<file path="src/rtl/ps2_pkg.sv">
// Shared types and constants for the device-side PS/2 engine.
//  - ps2_state_e : engine FSM states
//  - FRAME_TX_BITS / FRAME_RX_BITS : cells per device->host / host->device frame
//  - odd_parity() : parity bit that makes data + parity carry an odd number of ones
package ps2_pkg;

   typedef enum logic [2:0] {
      StIdle,
      StTx,
      StGap,
      StInhibit,
      StRx,
      StAck
   } ps2_state_e;

   localparam int unsigned FRAME_TX_BITS = 11;
   localparam int unsigned FRAME_RX_BITS = 10;

   function automatic logic odd_parity(input logic [7:0] b);
      return ~^b;
   endfunction

endpackage

</file>
<file path="src/rtl/ps2_device_emu_if.sv">
// User-side handshake bundle of the PS/2 device emulator.
//  master : user logic (offers scan codes, consumes host commands)
//  slave  : ps2_device_emu
//  tx_data/tx_valid/tx_ready : scan-code byte handshake
//  rx_data/rx_valid/rx_parity_err : received host command, rx_valid is a 1-cycle pulse
//  rx_frame_err : 1-cycle pulse, host frame dropped (bad stop bit)
//  busy : engine not idle
interface ps2_device_emu_if;

   logic [7:0] tx_data;
   logic       tx_valid;
   logic       tx_ready;
   logic [7:0] rx_data;
   logic       rx_valid;
   logic       rx_parity_err;
   logic       rx_frame_err;
   logic       busy;

   modport master (
      output tx_data, tx_valid,
      input  tx_ready, rx_data, rx_valid, rx_parity_err, rx_frame_err, busy
   );

   modport slave (
      input  tx_data, tx_valid,
      output tx_ready, rx_data, rx_valid, rx_parity_err, rx_frame_err, busy
   );

endinterface

</file>
<file path="src/rtl/ps2_phase_timer.sv">
// Loadable down-counter pacing PS/2 clock half-phases and the post-frame idle gap.
//  clk, rst : system clock, synchronous active-low reset
//  load     : restart the count this cycle
//  sel_gap  : on load, use INTER_GAP instead of HALF_PERIOD
//  zero     : count reached 0 (last cycle of the current phase)
//  mid      : count == HALF_PERIOD/2 (data sample point inside a half-phase)
module ps2_phase_timer
   import ps2_pkg::*;
#(
   parameter int unsigned HALF_PERIOD = 1000,
   parameter int unsigned INTER_GAP   = 2000
) (
   input  logic clk,
   input  logic rst,
   input  logic load,
   input  logic sel_gap,
   output logic zero,
   output logic mid
);

   localparam int unsigned MaxLoad = (HALF_PERIOD > INTER_GAP) ? HALF_PERIOD : INTER_GAP;
   localparam int unsigned CntW    = $clog2(MaxLoad + 1);
   localparam logic [CntW-1:0] HalfLoad = CntW'(HALF_PERIOD - 1);
   localparam logic [CntW-1:0] GapLoad  = CntW'(INTER_GAP - 1);
   localparam logic [CntW-1:0] MidVal   = CntW'(HALF_PERIOD / 2);

   logic [CntW-1:0] count_q;

   always_ff @(posedge clk) begin
      if (!rst) begin
         count_q <= '0;
      end else if (load) begin
         count_q <= sel_gap ? GapLoad : HalfLoad;
      end else if (count_q != '0) begin
         count_q <= count_q - 1'b1;
      end
   end

   assign zero = (count_q == '0);
   assign mid  = (count_q == MidVal);

endmodule

</file>
<file path="src/rtl/ps2_device_emu.sv">
// Device-side (keyboard end) PS/2 engine. Generates the PS/2 clock, sends scan-code
// frames to the host and receives host command frames with acknowledge.
//  clk, rst        : system clock, synchronous active-low reset
//  bus             : user handshake bundle (slave side)
//  ps2_clk_i       : PS/2 clock line level (asynchronous)
//  ps2_data_i      : PS/2 data line level (asynchronous)
//  ps2_clk_en_o_   : 0 pulls the clock line low, 1 releases it
//  ps2_data_en_o_  : 0 pulls the data line low, 1 releases it
module ps2_device_emu
   import ps2_pkg::*;
#(
   parameter int unsigned HALF_PERIOD = 1000,
   parameter int unsigned INTER_GAP   = 2000
) (
   input  logic                    clk,
   input  logic                    rst,
   ps2_device_emu_if.slave         bus,
   input  logic                    ps2_clk_i,
   input  logic                    ps2_data_i,
   output logic                    ps2_clk_en_o_,
   output logic                    ps2_data_en_o_
);

   ps2_state_e state_q;
   logic [1:0] clk_sync_q, data_sync_q;
   logic       clk_s, data_s;
   logic [3:0] bit_cnt_q, next_bit;
   logic       low_phase_q;
   logic       held_q;
   logic [7:0] tx_byte_q;
   logic [9:0] rx_sh_q;
   logic       clk_en_q, data_en_q;
   logic [7:0] rx_data_q;
   logic       rx_valid_q, rx_perr_q, rx_ferr_q;
   logic       tmr_load, tmr_gap, tmr_zero, tmr_mid;
   logic       tx_last, rx_last;
   logic [FRAME_TX_BITS-1:0] frame;

   // Lines idle high, so the synchronizers reset to 1.
   always_ff @(posedge clk) begin
      if (!rst) begin
         clk_sync_q  <= 2'b11;
         data_sync_q <= 2'b11;
      end else begin
         clk_sync_q  <= {clk_sync_q[0], ps2_clk_i};
         data_sync_q <= {data_sync_q[0], ps2_data_i};
      end
   end

   assign clk_s    = clk_sync_q[1];
   assign data_s   = data_sync_q[1];
   assign frame    = {1'b1, odd_parity(tx_byte_q), tx_byte_q, 1'b0};
   assign next_bit = bit_cnt_q + 4'd1;
   assign tx_last  = (bit_cnt_q == 4'(FRAME_TX_BITS - 1));
   assign rx_last  = (bit_cnt_q == 4'(FRAME_RX_BITS - 1));

   // Timer restarts on every phase boundary; loads on exits that need none are harmless.
   always_comb begin
      tmr_load = 1'b0;
      tmr_gap  = 1'b0;
      unique case (state_q)
         StIdle:    tmr_load = clk_s && (held_q || bus.tx_valid);
         StTx: begin
            tmr_load = tmr_zero;
            tmr_gap  = low_phase_q && tx_last;
         end
         StInhibit: tmr_load = clk_s && !data_s;
         StRx, StAck: tmr_load = tmr_zero;
         default: ;
      endcase
   end

   ps2_phase_timer #(
      .HALF_PERIOD (HALF_PERIOD),
      .INTER_GAP   (INTER_GAP)
   ) u_timer (
      .clk     (clk),
      .rst     (rst),
      .load    (tmr_load),
      .sel_gap (tmr_gap),
      .zero    (tmr_zero),
      .mid     (tmr_mid)
   );

   always_ff @(posedge clk) begin
      if (!rst) begin
         state_q     <= StIdle;
         bit_cnt_q   <= '0;
         low_phase_q <= 1'b0;
         held_q      <= 1'b0;
         tx_byte_q   <= '0;
         rx_sh_q     <= '0;
         clk_en_q    <= 1'b1;
         data_en_q   <= 1'b1;
         rx_data_q   <= '0;
         rx_valid_q  <= 1'b0;
         rx_perr_q   <= 1'b0;
         rx_ferr_q   <= 1'b0;
      end else begin
         rx_valid_q <= 1'b0;
         rx_ferr_q  <= 1'b0;
         unique case (state_q)
            StIdle: begin
               if (!clk_s) begin
                  state_q <= StInhibit;
               end else if (held_q || bus.tx_valid) begin
                  if (!held_q) begin
                     tx_byte_q <= bus.tx_data;
                     held_q    <= 1'b1;
                  end
                  state_q     <= StTx;
                  bit_cnt_q   <= '0;
                  low_phase_q <= 1'b0;
                  clk_en_q    <= 1'b1;
                  data_en_q   <= 1'b0;  // start bit
               end
            end
            StTx: begin
               if (tmr_zero) begin
                  if (!low_phase_q) begin
                     // Host may only abort before the stop bit goes out.
                     if (!clk_s && !tx_last) begin
                        state_q   <= StInhibit;
                        clk_en_q  <= 1'b1;
                        data_en_q <= 1'b1;
                     end else begin
                        low_phase_q <= 1'b1;
                        clk_en_q    <= 1'b0;
                     end
                  end else begin
                     clk_en_q <= 1'b1;
                     if (tx_last) begin
                        data_en_q <= 1'b1;
                        held_q    <= 1'b0;
                        state_q   <= StGap;
                     end else begin
                        bit_cnt_q   <= next_bit;
                        low_phase_q <= 1'b0;
                        data_en_q   <= frame[next_bit];
                     end
                  end
               end
            end
            StGap: begin
               if (tmr_zero) state_q <= StIdle;
            end
            StInhibit: begin
               clk_en_q  <= 1'b1;
               data_en_q <= 1'b1;
               if (clk_s) begin
                  if (!data_s) begin
                     // Request-to-send: host holds data low as the start bit.
                     state_q     <= StRx;
                     bit_cnt_q   <= '0;
                     low_phase_q <= 1'b1;
                     clk_en_q    <= 1'b0;
                  end else begin
                     state_q <= StIdle;
                  end
               end
            end
            StRx: begin
               if (tmr_mid && !low_phase_q) rx_sh_q <= {data_s, rx_sh_q[9:1]};
               if (tmr_zero) begin
                  if (low_phase_q) begin
                     low_phase_q <= 1'b0;
                     clk_en_q    <= 1'b1;
                  end else if (rx_last) begin
                     if (rx_sh_q[9]) begin
                        state_q     <= StAck;
                        low_phase_q <= 1'b1;
                        clk_en_q    <= 1'b0;
                        data_en_q   <= 1'b0;
                     end else begin
                        rx_ferr_q <= 1'b1;
                        state_q   <= StIdle;
                        clk_en_q  <= 1'b1;
                        data_en_q <= 1'b1;
                     end
                  end else begin
                     bit_cnt_q   <= next_bit;
                     low_phase_q <= 1'b1;
                     clk_en_q    <= 1'b0;
                  end
               end
            end
            StAck: begin
               if (tmr_zero) begin
                  if (low_phase_q) begin
                     low_phase_q <= 1'b0;
                     clk_en_q    <= 1'b1;
                  end else begin
                     data_en_q  <= 1'b1;
                     rx_valid_q <= 1'b1;
                     rx_data_q  <= rx_sh_q[7:0];
                     rx_perr_q  <= (rx_sh_q[8] != odd_parity(rx_sh_q[7:0]));
                     state_q    <= StIdle;
                  end
               end
            end
            default: state_q <= StIdle;
         endcase
      end
   end

   // rst gates tx_ready so it reads 0 for the whole time reset is held.
   assign bus.tx_ready      = rst && (state_q == StIdle) && !held_q && clk_s;
   assign bus.busy          = (state_q != StIdle);
   assign bus.rx_data       = rx_data_q;
   assign bus.rx_valid      = rx_valid_q;
   assign bus.rx_parity_err = rx_perr_q;
   assign bus.rx_frame_err  = rx_ferr_q;
   assign ps2_clk_en_o_     = clk_en_q;
   assign ps2_data_en_o_    = data_en_q;

endmodule
</file>
<file path="src/flat_wrapper.sv">
// flat-port wrapper written by rule: the top's interface ports become plain ports
module ps2_device_emu_flat import ps2_pkg::*;
#(
   parameter int unsigned HALF_PERIOD = 1000,
   parameter int unsigned INTER_GAP   = 2000
)
  (clk, rst, ps2_clk_i, ps2_data_i, ps2_clk_en_o_, ps2_data_en_o_, bus_tx_data, bus_tx_valid, bus_tx_ready, bus_rx_data, bus_rx_valid, bus_rx_parity_err, bus_rx_frame_err, bus_busy);
  ps2_device_emu_if bus_i ();
  input  logic clk;
  input  logic rst;
  input  logic ps2_clk_i;
  input  logic ps2_data_i;
  output logic ps2_clk_en_o_;
  output logic ps2_data_en_o_;
  input wire logic [$bits(bus_i.tx_data)-1:0] bus_tx_data;
  input wire logic [$bits(bus_i.tx_valid)-1:0] bus_tx_valid;
  output wire logic [$bits(bus_i.tx_ready)-1:0] bus_tx_ready;
  output wire logic [$bits(bus_i.rx_data)-1:0] bus_rx_data;
  output wire logic [$bits(bus_i.rx_valid)-1:0] bus_rx_valid;
  output wire logic [$bits(bus_i.rx_parity_err)-1:0] bus_rx_parity_err;
  output wire logic [$bits(bus_i.rx_frame_err)-1:0] bus_rx_frame_err;
  output wire logic [$bits(bus_i.busy)-1:0] bus_busy;
  assign bus_i.tx_data = bus_tx_data;
  assign bus_i.tx_valid = bus_tx_valid;
  assign bus_tx_ready = bus_i.tx_ready;
  assign bus_rx_data = bus_i.rx_data;
  assign bus_rx_valid = bus_i.rx_valid;
  assign bus_rx_parity_err = bus_i.rx_parity_err;
  assign bus_rx_frame_err = bus_i.rx_frame_err;
  assign bus_busy = bus_i.busy;
  ps2_device_emu #(.HALF_PERIOD(HALF_PERIOD), .INTER_GAP(INTER_GAP)) u_core (.clk(clk), .rst(rst), .bus(bus_i), .ps2_clk_i(ps2_clk_i), .ps2_data_i(ps2_data_i), .ps2_clk_en_o_(ps2_clk_en_o_), .ps2_data_en_o_(ps2_data_en_o_));
endmodule
</file>
<file path="config.mk">
export PLATFORM = sky130hd
export DESIGN_NAME = ps2_device_emu_flat
export DESIGN_NICKNAME = d
export VERILOG_FILES = /design/src/rtl/ps2_pkg.sv /design/src/rtl/ps2_device_emu_if.sv /design/src/rtl/ps2_phase_timer.sv /design/src/rtl/ps2_device_emu.sv /design/src/flat_wrapper.sv
export SDC_FILE = /design/constraint.sdc
export NUM_CORES = 1
export LEC_CHECK = 0
export ABC_AREA = 1
export BUFFER_PORTS_ARGS = -buffer_cell sky130_fd_sc_hd__buf_4
export CAP_MARGIN = 10
export CORE_ASPECT_RATIO = 0.6
export CORE_MARGIN = 3
export CORE_UTILIZATION = 55
export DETAILED_ROUTE_END_ITERATION = 16
export GPL_TIMING_DRIVEN = 0
export PLACE_DENSITY = 0.75
export SYNTH_ARGS = -nofsm -noshare
export SYNTH_HDL_FRONTEND = slang
export SYNTH_SLANG_ARGS = --single-unit
</file>
<file path="constraint.sdc">
create_clock -name clk -period 3.9 [get_ports clk]
set_input_delay 0.195 -clock clk [delete_from_list [all_inputs] [get_ports clk]]
set_output_delay 0.195 -clock clk [all_outputs]
set_load 0.01 [all_outputs]
</file>
# Word level (Yosys, flattened, before mapping)
# Cells that the tools add are included.
dict set report op_classes {
  bitwise_logic 5
  n_addsub 2
  n_mux 77
  n_reduce_logical 36
  eq_ne 28
  n_lt_le_gt_ge 1
}
# cell count
set ops {}
lappend ops {{$mux 3} 15}
lappend ops {{$mux 1} 41}
lappend ops {{$mux 4} 10}
lappend ops {{$mux 11} 3}
lappend ops {{$ne 2x1->1 const B} 11}
lappend ops {{$reduce_and 11->1} 2}
lappend ops {{$pmux 3 s6} 1}
lappend ops {{$pmux 4 s4} 1}
lappend ops {{$reduce_xnor 8->1} 2}
lappend ops {{$pmux 1 s5} 3}
lappend ops {{$eq 11x9->1 const B} 1}
lappend ops {{$logic_not 11->1} 1}
lappend ops {{$reduce_bool 11->1} 1}
lappend ops {{$sub 11x1->11 const B} 1}
lappend ops {{$ne 2x2->1 const B} 5}
lappend ops {{$reduce_and 10->1} 1}
lappend ops {{$eq 4x4->1 const B} 2}
lappend ops {{$logic_and 1x1->1} 8}
lappend ops {{$reduce_and 8->1} 1}
lappend ops {{$reduce_and 7->1} 1}
lappend ops {{$eq 3x2->1 const B} 2}
lappend ops {{$eq 3x3->1 const B} 2}
lappend ops {{$ne 3x3->1 const B} 2}
lappend ops {{$reduce_and 3->1} 2}
lappend ops {{21 further kinds} 30}
dict set report word_totals {
  wordCells 164
  output_inout_bits 15
  ff_bits 55
  in_bits 13
}

# Depth between registers and ports, before layout
# Gate-level depths: netlist of the first run.
dict set report logic_depth {
  ltp_word 7
  ltp_mapped 15
  depth_no_buf 15
}

# By module
# Synthesis of the first run repeated with hierarchy kept, for this count alone.
dict set report hier_totals {
  cells_unflattened 429
  hier_area_um2 2942.8
}
# module area_per_inst_um2 seq_area_each_um2 instances cells_each
set by_module_without_submodules {}
lappend by_module_without_submodules {ps2_device_emu 2268.4 880.8 1 334}
lappend by_module_without_submodules {ps2_phase_timer 674.4 220.2 1 95}

# Worst setup path before layout of the first run
# No wires, ideal clock.
dict set report synth_path {
  path_type {reg-to-reg}
  startpoint {register u_core.bit_cnt_q[0]}
  endpoint {register u_core.data_en_q, in the netlist u_core.ps2_data_en_o_}
  setup_time_ns 0.115
  path_stages_with_launch 16
  arrival_time_ns 1.685
  period_less_slack_ns 1.800
  t_required_ns 3.785
  path_slack_ns 2.100
  path_buffers 1
  cell_sequence {dfxtp_1 > clkbuf_1 > inv_1 > ha_1 > inv_1 > nor2_1 > a21oi_1 > nand2_1 > nand3_1 > nand2_1 > inv_1 > nand2_1 > nand2_1 > nand2_1 > nand2_1 > nand2_1}
}
dict set report synth_via {
  elab_chain_cells 7
  word_cells_on_any_way 14
  classes_between {add/sub: 1; eq/ne: 4; mux: 6; reduce/logical: 3}
}
# item line
set synth_lines {}
lappend synth_lines {{start: declaration} ps2_device_emu.sv:27} ;# logic [3:0] bit_cnt_q, next_bit;
lappend synth_lines {{start signal: assignment} ps2_device_emu.sv:137} ;# bit_cnt_q <= next_bit;
lappend synth_lines {{start signal: assignment} ps2_device_emu.sv:181} ;# bit_cnt_q <= next_bit;
lappend synth_lines {{$add 4x1->4} ps2_device_emu.sv:53} ;# assign next_bit = bit_cnt_q + 4'd1;
lappend synth_lines {{$bmux 1 s4} ps2_device_emu.sv:139} ;# data_en_q <= frame[next_bit];
lappend synth_lines {{$mux 1 (not written as such)} ps2_device_emu.sv:139}
lappend synth_lines {{$mux 1} ps2_device_emu.sv:132} ;# if (tx_last) begin
lappend synth_lines {{$mux 1} ps2_device_emu.sv:120} ;# if (!low_phase_q) begin
lappend synth_lines {{$mux 1} ps2_device_emu.sv:119} ;# if (tmr_zero) begin
lappend synth_lines {{$pmux 1 s5} ps2_device_emu.sv:102} ;# unique case (state_q)
lappend synth_lines {{end signal: assignment} ps2_device_emu.sv:139}
lappend synth_lines {{end: declaration} ps2_device_emu.sv:32} ;# logic clk_en_q, data_en_q;
# Several ways; a longest one is shown, not always the timed one. The select of a mux whose other input is x is not followed.
# A chain may end at the register's enable or synchronous reset.

# Worst setup path after layout of the first run
dict set report layout_path {
  startpoint {register u_core.bit_cnt_q[0]}
  endpoint {register u_core.state_q[1]}
}
dict set report layout_via {
  elab_chain_cells 5
  word_cells_on_any_way 8
  classes_between {eq/ne: 5; reduce/logical: 3}
}
# item line
set layout_lines {}
lappend layout_lines {{$eq 4x4->1} ps2_device_emu.sv:54} ;# assign tx_last = (bit_cnt_q == 4'(FRAME_TX_BITS - 1));
lappend layout_lines {{$logic_not 1->1} ps2_device_emu.sv:122} ;# if (!clk_s && !tx_last) begin
lappend layout_lines {{$logic_and 1x1->1} ps2_device_emu.sv:122}
lappend layout_lines {{$ne 3x1->1 (no line)} -}
lappend layout_lines {{$reduce_and 11->1 (no line) (*)} -}
lappend layout_lines {{end signal: assignment} ps2_device_emu.sv:123} ;# state_q <= StInhibit;
lappend layout_lines {{end signal: assignment} ps2_device_emu.sv:135} ;# state_q <= StGap;
lappend layout_lines {{end signal: assignment} ps2_device_emu.sv:145} ;# if (tmr_zero) state_q <= StIdle;
lappend layout_lines {{end: declaration} ps2_device_emu.sv:24} ;# ps2_state_e state_q;
# Mark *: on every way between the ends. The rest lies on a longest branch, timed or not.

==> results of run 1 <==
power by group:
group	switching, mW	internal, mW	total [mW]
sequential	0.111	0.675	0.787
clock	0.202	0.198	0.400
combinational	0.675	0.368	1.04
total	0.989	1.24	2.23
worst max-delay path, stage by stage (launching register included):
cell      delay (ps)
dfxtp_1          390
clkbuf_1         300
inv_1            150
ha_1             220
nand3_1          140
nand2_1          140
a21oi_2          160
nand4_1          120
nor2_2           240
nand2_1           80
nand2_1           80
nor2_1            50
per-layer routing:
layer / vias up / part of all wire / track usage
li1: 1434 / - / -
met1: 1231 / 0.51 / 0.3472
met2: 130 / 0.38 / 0.3149
met3: 9 / 0.10 / 0.07358
met4: 0 / 0.0064 / 0.04864
met5: - / 0 / 0
registers in the layout (all words and copies together) (netlist names), 2 cells and up:
name and count:
u_core.u_timer.count_q 11, u_core.rx_sh_q 10, u_core.bus.rx_data 8, u_core.tx_byte_q 8, u_core.bit_cnt_q 4, u_core.state_q 3, u_core.clk_sync_q 2, u_core.data_sync_q 2
worst paths after layout:
check / startpoint / to / slack [ps] / cells after the start
max: u_core.bit_cnt_q[0] / u_core.state_q[1] / 1750 / 11
min: ps2_data_i / u_core.data_sync_q[0] / 60 / 2
max reg2reg: u_core.bit_cnt_q[0] / u_core.state_q[1] / 1750 / 11
min reg2reg: u_core.data_sync_q[0] / u_core.data_sync_q[1] / 420 / 1
logic make-up after synthesis:
| logic type | share of synthesized area |
|---|---|
| adders and majority gates | 0.01740 |
| AOI/OAI and AO/OA | 0.1997 |
| and+or+nand+nor | 0.2640 |
| DFF | 0.3828 |
| buffers and inverters | 0.09656 |
| xor gates and xnor gates | 0.03958 |
cells in the mapped netlist (3+ instances only):
cell	n
a21oi_1	42
buf_2	3
clkbuf_1	7
dfxtp_1	55
ha_1	4
inv_1	50
inv_2	7
nand2_1	81
nand2_2	6
nand3_1	18
nand4_1	4
nor2_1	45
nor2_2	6
nor3_1	4
nor4_1	3
o211ai_1	4
o21ai_0	43
o21ai_1	4
or2_2	4
xnor2_1	5
xor2_1	8
area by class of cell:
| cell class | instances | area (um^2) | share of cell area |
|---|---|---|---|
| Multi-Input combinational cell | 297 | 1498 | 0.4570 |
| Sequential cell | 55 | 1101 | 0.3360 |
| Inverter | 58 | 217.7 | 0.06644 |
| Timing Repair Buffer | 27 | 202.7 | 0.06186 |
| Tap cell | 63 | 78.83 | 0.02406 |
| Clock buffer | 5 | 68.82 | 0.02100 |
| Buffer | 12 | 60.06 | 0.01833 |
| Clock inverter | 3 | 50.05 | 0.01527 |
per-stage QoR:
step / setup WS (ps) / cell area (um^2)
finish: 1749 / 3277
global route: 1488 / 3277
CTS: 1782 / 3277
detailed placement: 1805 / 3158
global placement: 1811 / 3158
floorplan: 2100 / 2877
==> flow_metrics.tcl, run 1 <==
set metrics [dict create \
    synth.distinct_cells 36 \
    first_global_vias 2355 \
    rsz0062_at_grt "false" \
    grt_max_degree 20 \
    drc 0 \
    cts_resized 0 \
    hpwl_um 5287 \
    outcome "completed" \
    cts_tree "built" \
    finalSetupViolCount 0 \
    ios 28 \
    yosys.area.top_type "dfxtp_1" \
    maxSlewViolCount 0 \
    postCtsSetupRepairBufs 0 \
    vias 2804 \
    path_class "reg2reg" \
    cts-root-buf "clkbuf_8" \
    numPortBuffers 27 \
    skew_ps 8.083 \
    async_reset_ff_frac 0 \
    wl_um 6924 \
    synth_cells 422 \
    dieArea_um2 6163 \
    slew_headroom 0.5855 \
    cp-start-kind "flop" \
    utilization 0.6824 \
    ys_seq_elements 55 \
    gr-total-overflow 0 \
    drt-initial-drc-count 191 \
    synth_area_um2 2877 \
    drive_gt1_frac 0.1488 \
    ant_nets 0 \
    setup_tns_ps 0 \
    netlist_top_cells_area "dfxtp_1 38%, nand2_1 11%, o21ai_0 7.5%" \
    syn-mean-instance-area_um2 6.816 \
    vias_per_cell 5.392 \
    cts_hold_buf 0 \
    synthFlopType "dfxtp_1" \
    wire_per_inst_um 13.32 \
    area_delta_synth_final_pct 13.92 \
    clock_sinks 55 \
    cp_max_fo 9 \
    final_cell_mix "81 x nand2_1, 55 x dfxtp_1, 50 x inv_1" \
    powerDensity_nw_per_um2 680.5 \
    p_leak_nw 1.498 \
    clk_pin_slew_ps 100 \
    worstPathRequired_ps 4120 \
    fp.dieW_um 99.37 \
    grt_first_pass_wirelength_um 11180 \
    fin_nets 473 \
    yosys_warnings 0 \
    place_congestion 0.9818 \
    diodes 0 \
    yosysSeqAreaShare 0.3828 \
    grt.total_usage 0.2294 \
    finalHoldViolCount 0 \
    worstPathArrival_ps 2370 \
    worstSetupEndpointType "flop" \
    die_h_um 62.02 \
    cts.path.max_buffers 2 \
    cts_buffers 5 \
    maxCapViolations 0 \
    synth_top_area_frac 0.3828 \
    synth_edf_count 0 \
    fin_cells 520 \
    firstDrtPassIters 8 \
    finalPower_mw 2.230 \
    worst_pin_slew_ps 621.7 \
    placed_cells 512 \
    min_period_ps 2151 \
    clock.fmax_mhz 464.9 \
    holdWs_ps 64.41 \
    cts.htree.levels 2 \
    clkLatencyLatePin_ps 310 \
    layout_commonest_cell "nand2_1" \
    antenna_found_initial 0 \
    initial_utilization 0.5990 \
    vdd_drop_max_v 0.0004248 \
    period_share 0.5515 \
    fill_cells 461 \
    core_um2 4802 \
    hp-class "in2reg" \
    syn-num-nets 439 \
    rows 19 \
]
No activity file was read; power rests on OpenSTA's default activity.
==> inputs of run 2 (changes only) <==
- clock period: 3.9 -> 2.17 ns (I/O delays scaled with it)
==> flow_metrics.tcl, run 2 (synthesis results as in run 1) <==
set metrics [dict create \
    min_period_ps 2001 \
    clock.fmax_mhz 499.8 \
    powerDensity_nw_per_um2 1218 \
    cts_buffers 5 \
    hpwl_um 5287 \
    cts.htree.levels 2 \
    largest_register_ffs 11 \
    worstPathRequired_ps 2350 \
    cts.path.max_buffers 2 \
    p_leak_nw 1.511 \
    dieArea_um2 6163 \
    setup_ws_ps 169.3 \
    cts_tree "built" \
    worstSetupEndpointType "flop" \
    gr-total-overflow 0 \
    clock_sinks 55 \
    place_ws_ps 75.48 \
    setup_tns_ps 0 \
    cp-start-kind "flop" \
    firstDrtPassIters 5 \
    wire_per_inst_um 13.16 \
    place_congestion 0.9818 \
    reg2reg_depth 10 \
    drt-initial-drc-count 185 \
    ant_nets 0 \
    worstPathArrival_ps 2180 \
    maxSlewViolCount 0 \
    slew_headroom 0.5981 \
    finalPower_mw 4.038 \
    drc 0 \
    finalHoldViolCount 0 \
    cp_max_fo 10 \
    finalSetupViolCount 0 \
    path_class "reg2reg" \
    ios 28 \
    first_global_vias 2355 \
    area_delta_synth_final_pct 15.27 \
    die_h_um 62.02 \
    reg2reg_slack_ps 170 \
    vias_per_cell 5.398 \
    drive_gt1_frac 0.1525 \
    period_share 0.9220 \
    placed_cells 512 \
    utilization 0.6905 \
    fill_cells 451 \
    grt_max_degree 20 \
    rows 19 \
    clk_pin_slew_ps 100 \
    grt_first_pass_wirelength_um 11180 \
    grt.total_usage 0.2292 \
    wl_um 6870 \
    holdPathStages 3 \
    vias 2818 \
    hp-class "in2reg" \
    vdd_drop_max_v 0.0007653 \
    antenna_found_initial 0 \
    cts-root-buf "clkbuf_8" \
    rsz0062_at_grt "true" \
    largest-register "u_core.u_timer.count_q" \
    fp.dieW_um 99.37 \
    clkLatencyLatePin_ps 310 \
    outcome "completed" \
    fin_nets 475 \
    final_cell_mix "81 x nand2_1, 55 x dfxtp_1, 50 x inv_1" \
    core_um2 4802 \
    fin_cells 522 \
    worst_pin_slew_ps 602.8 \
    initial_utilization 0.5990 \
    numPortBuffers 27 \
    layout_commonest_cell "nand2_1" \
    largest_registers "u_core.u_timer.count_q (11), u_core.rx_sh_q (10)" \
    diodes 0 \
    maxCapViolations 0 \
    skew_ps 7.800 \
]
run 2: cell types whose count changed in the layout (fill, tap and decap cells not counted), sizes merged:
cell | before | now
buf | 32 | 33
clkbuf | 12 | 11
dlygate4sd3 | 0 | 2
run 2: stage by stage:
stage,hold WS [ps],area (um^2)
finish,78.79,3316
global route,88.60,3316
CTS,68.13,3297
detailed placement,299.2,3158
global placement,297.5,3158
floorplan,215.1,2877
run 2: final timing paths:
path,startpoint,endpoint
hold reg to reg,u_core.data_sync_q[0],u_core.data_sync_q[1]
setup reg to reg,u_core.u_timer.count_q[0],u_core.ps2_clk_en_o_
hold / removal,bus_tx_data[5],u_core.tx_byte_q[5]
setup / recovery,u_core.u_timer.count_q[0],u_core.ps2_clk_en_o_
run 2: routing by layer:
metal  up-vias  global-route usage  share of wire
li1       1444                   -              -
met4         0             0.04864         0.0071
met2       110              0.3149           0.38
met1      1257              0.3465           0.52
met5         -                   0              0
met3         7             0.07358          0.090
run 2: report_power, final:
group / switching, mW / leakage [nW] / total, mW / internal [mW]
Combinational: 1.22 / 1.00 / 1.90 / 0.683
Sequential: 0.203 / 0.450 / 1.42 / 1.21
Clock: 0.363 / 0.0607 / 0.719 / 0.356
run 2: area by class of cell:
type,count,area [um^2],share of cell area
Multi-Input combinational cell,297,1515,0.4570
Sequential cell,55,1101,0.3321
Timing Repair Buffer,29,222.7,0.06717
Inverter,58,217.7,0.06566
Tap cell,63,78.83,0.02377
Clock buffer,5,68.82,0.02075
Buffer,12,61.31,0.01849
Clock inverter,3,50.05,0.01509
run 2: repair_timing:
| item | in CTS | in global routing |
|---|---|---|
| endpoints found under the hold margin | 2 | 0 |
| hold buffers | 2 | 0 |
| resized for setup | 0 | 5 |
| buffers inserted | 0 | 0 |
| setup endpoints to repair | 0 | 10 |
run 2: critical path, stage by stage (launching register included):
cell,delay [ps]
dfxtp_1,310
inv_1,120
ha_1,260
nand3_2,120
nor2_2,180
nand2_2,110
buf_6,170
a22oi_1,250
nand2_1,150
o21ai_1,140
nand3_1,80
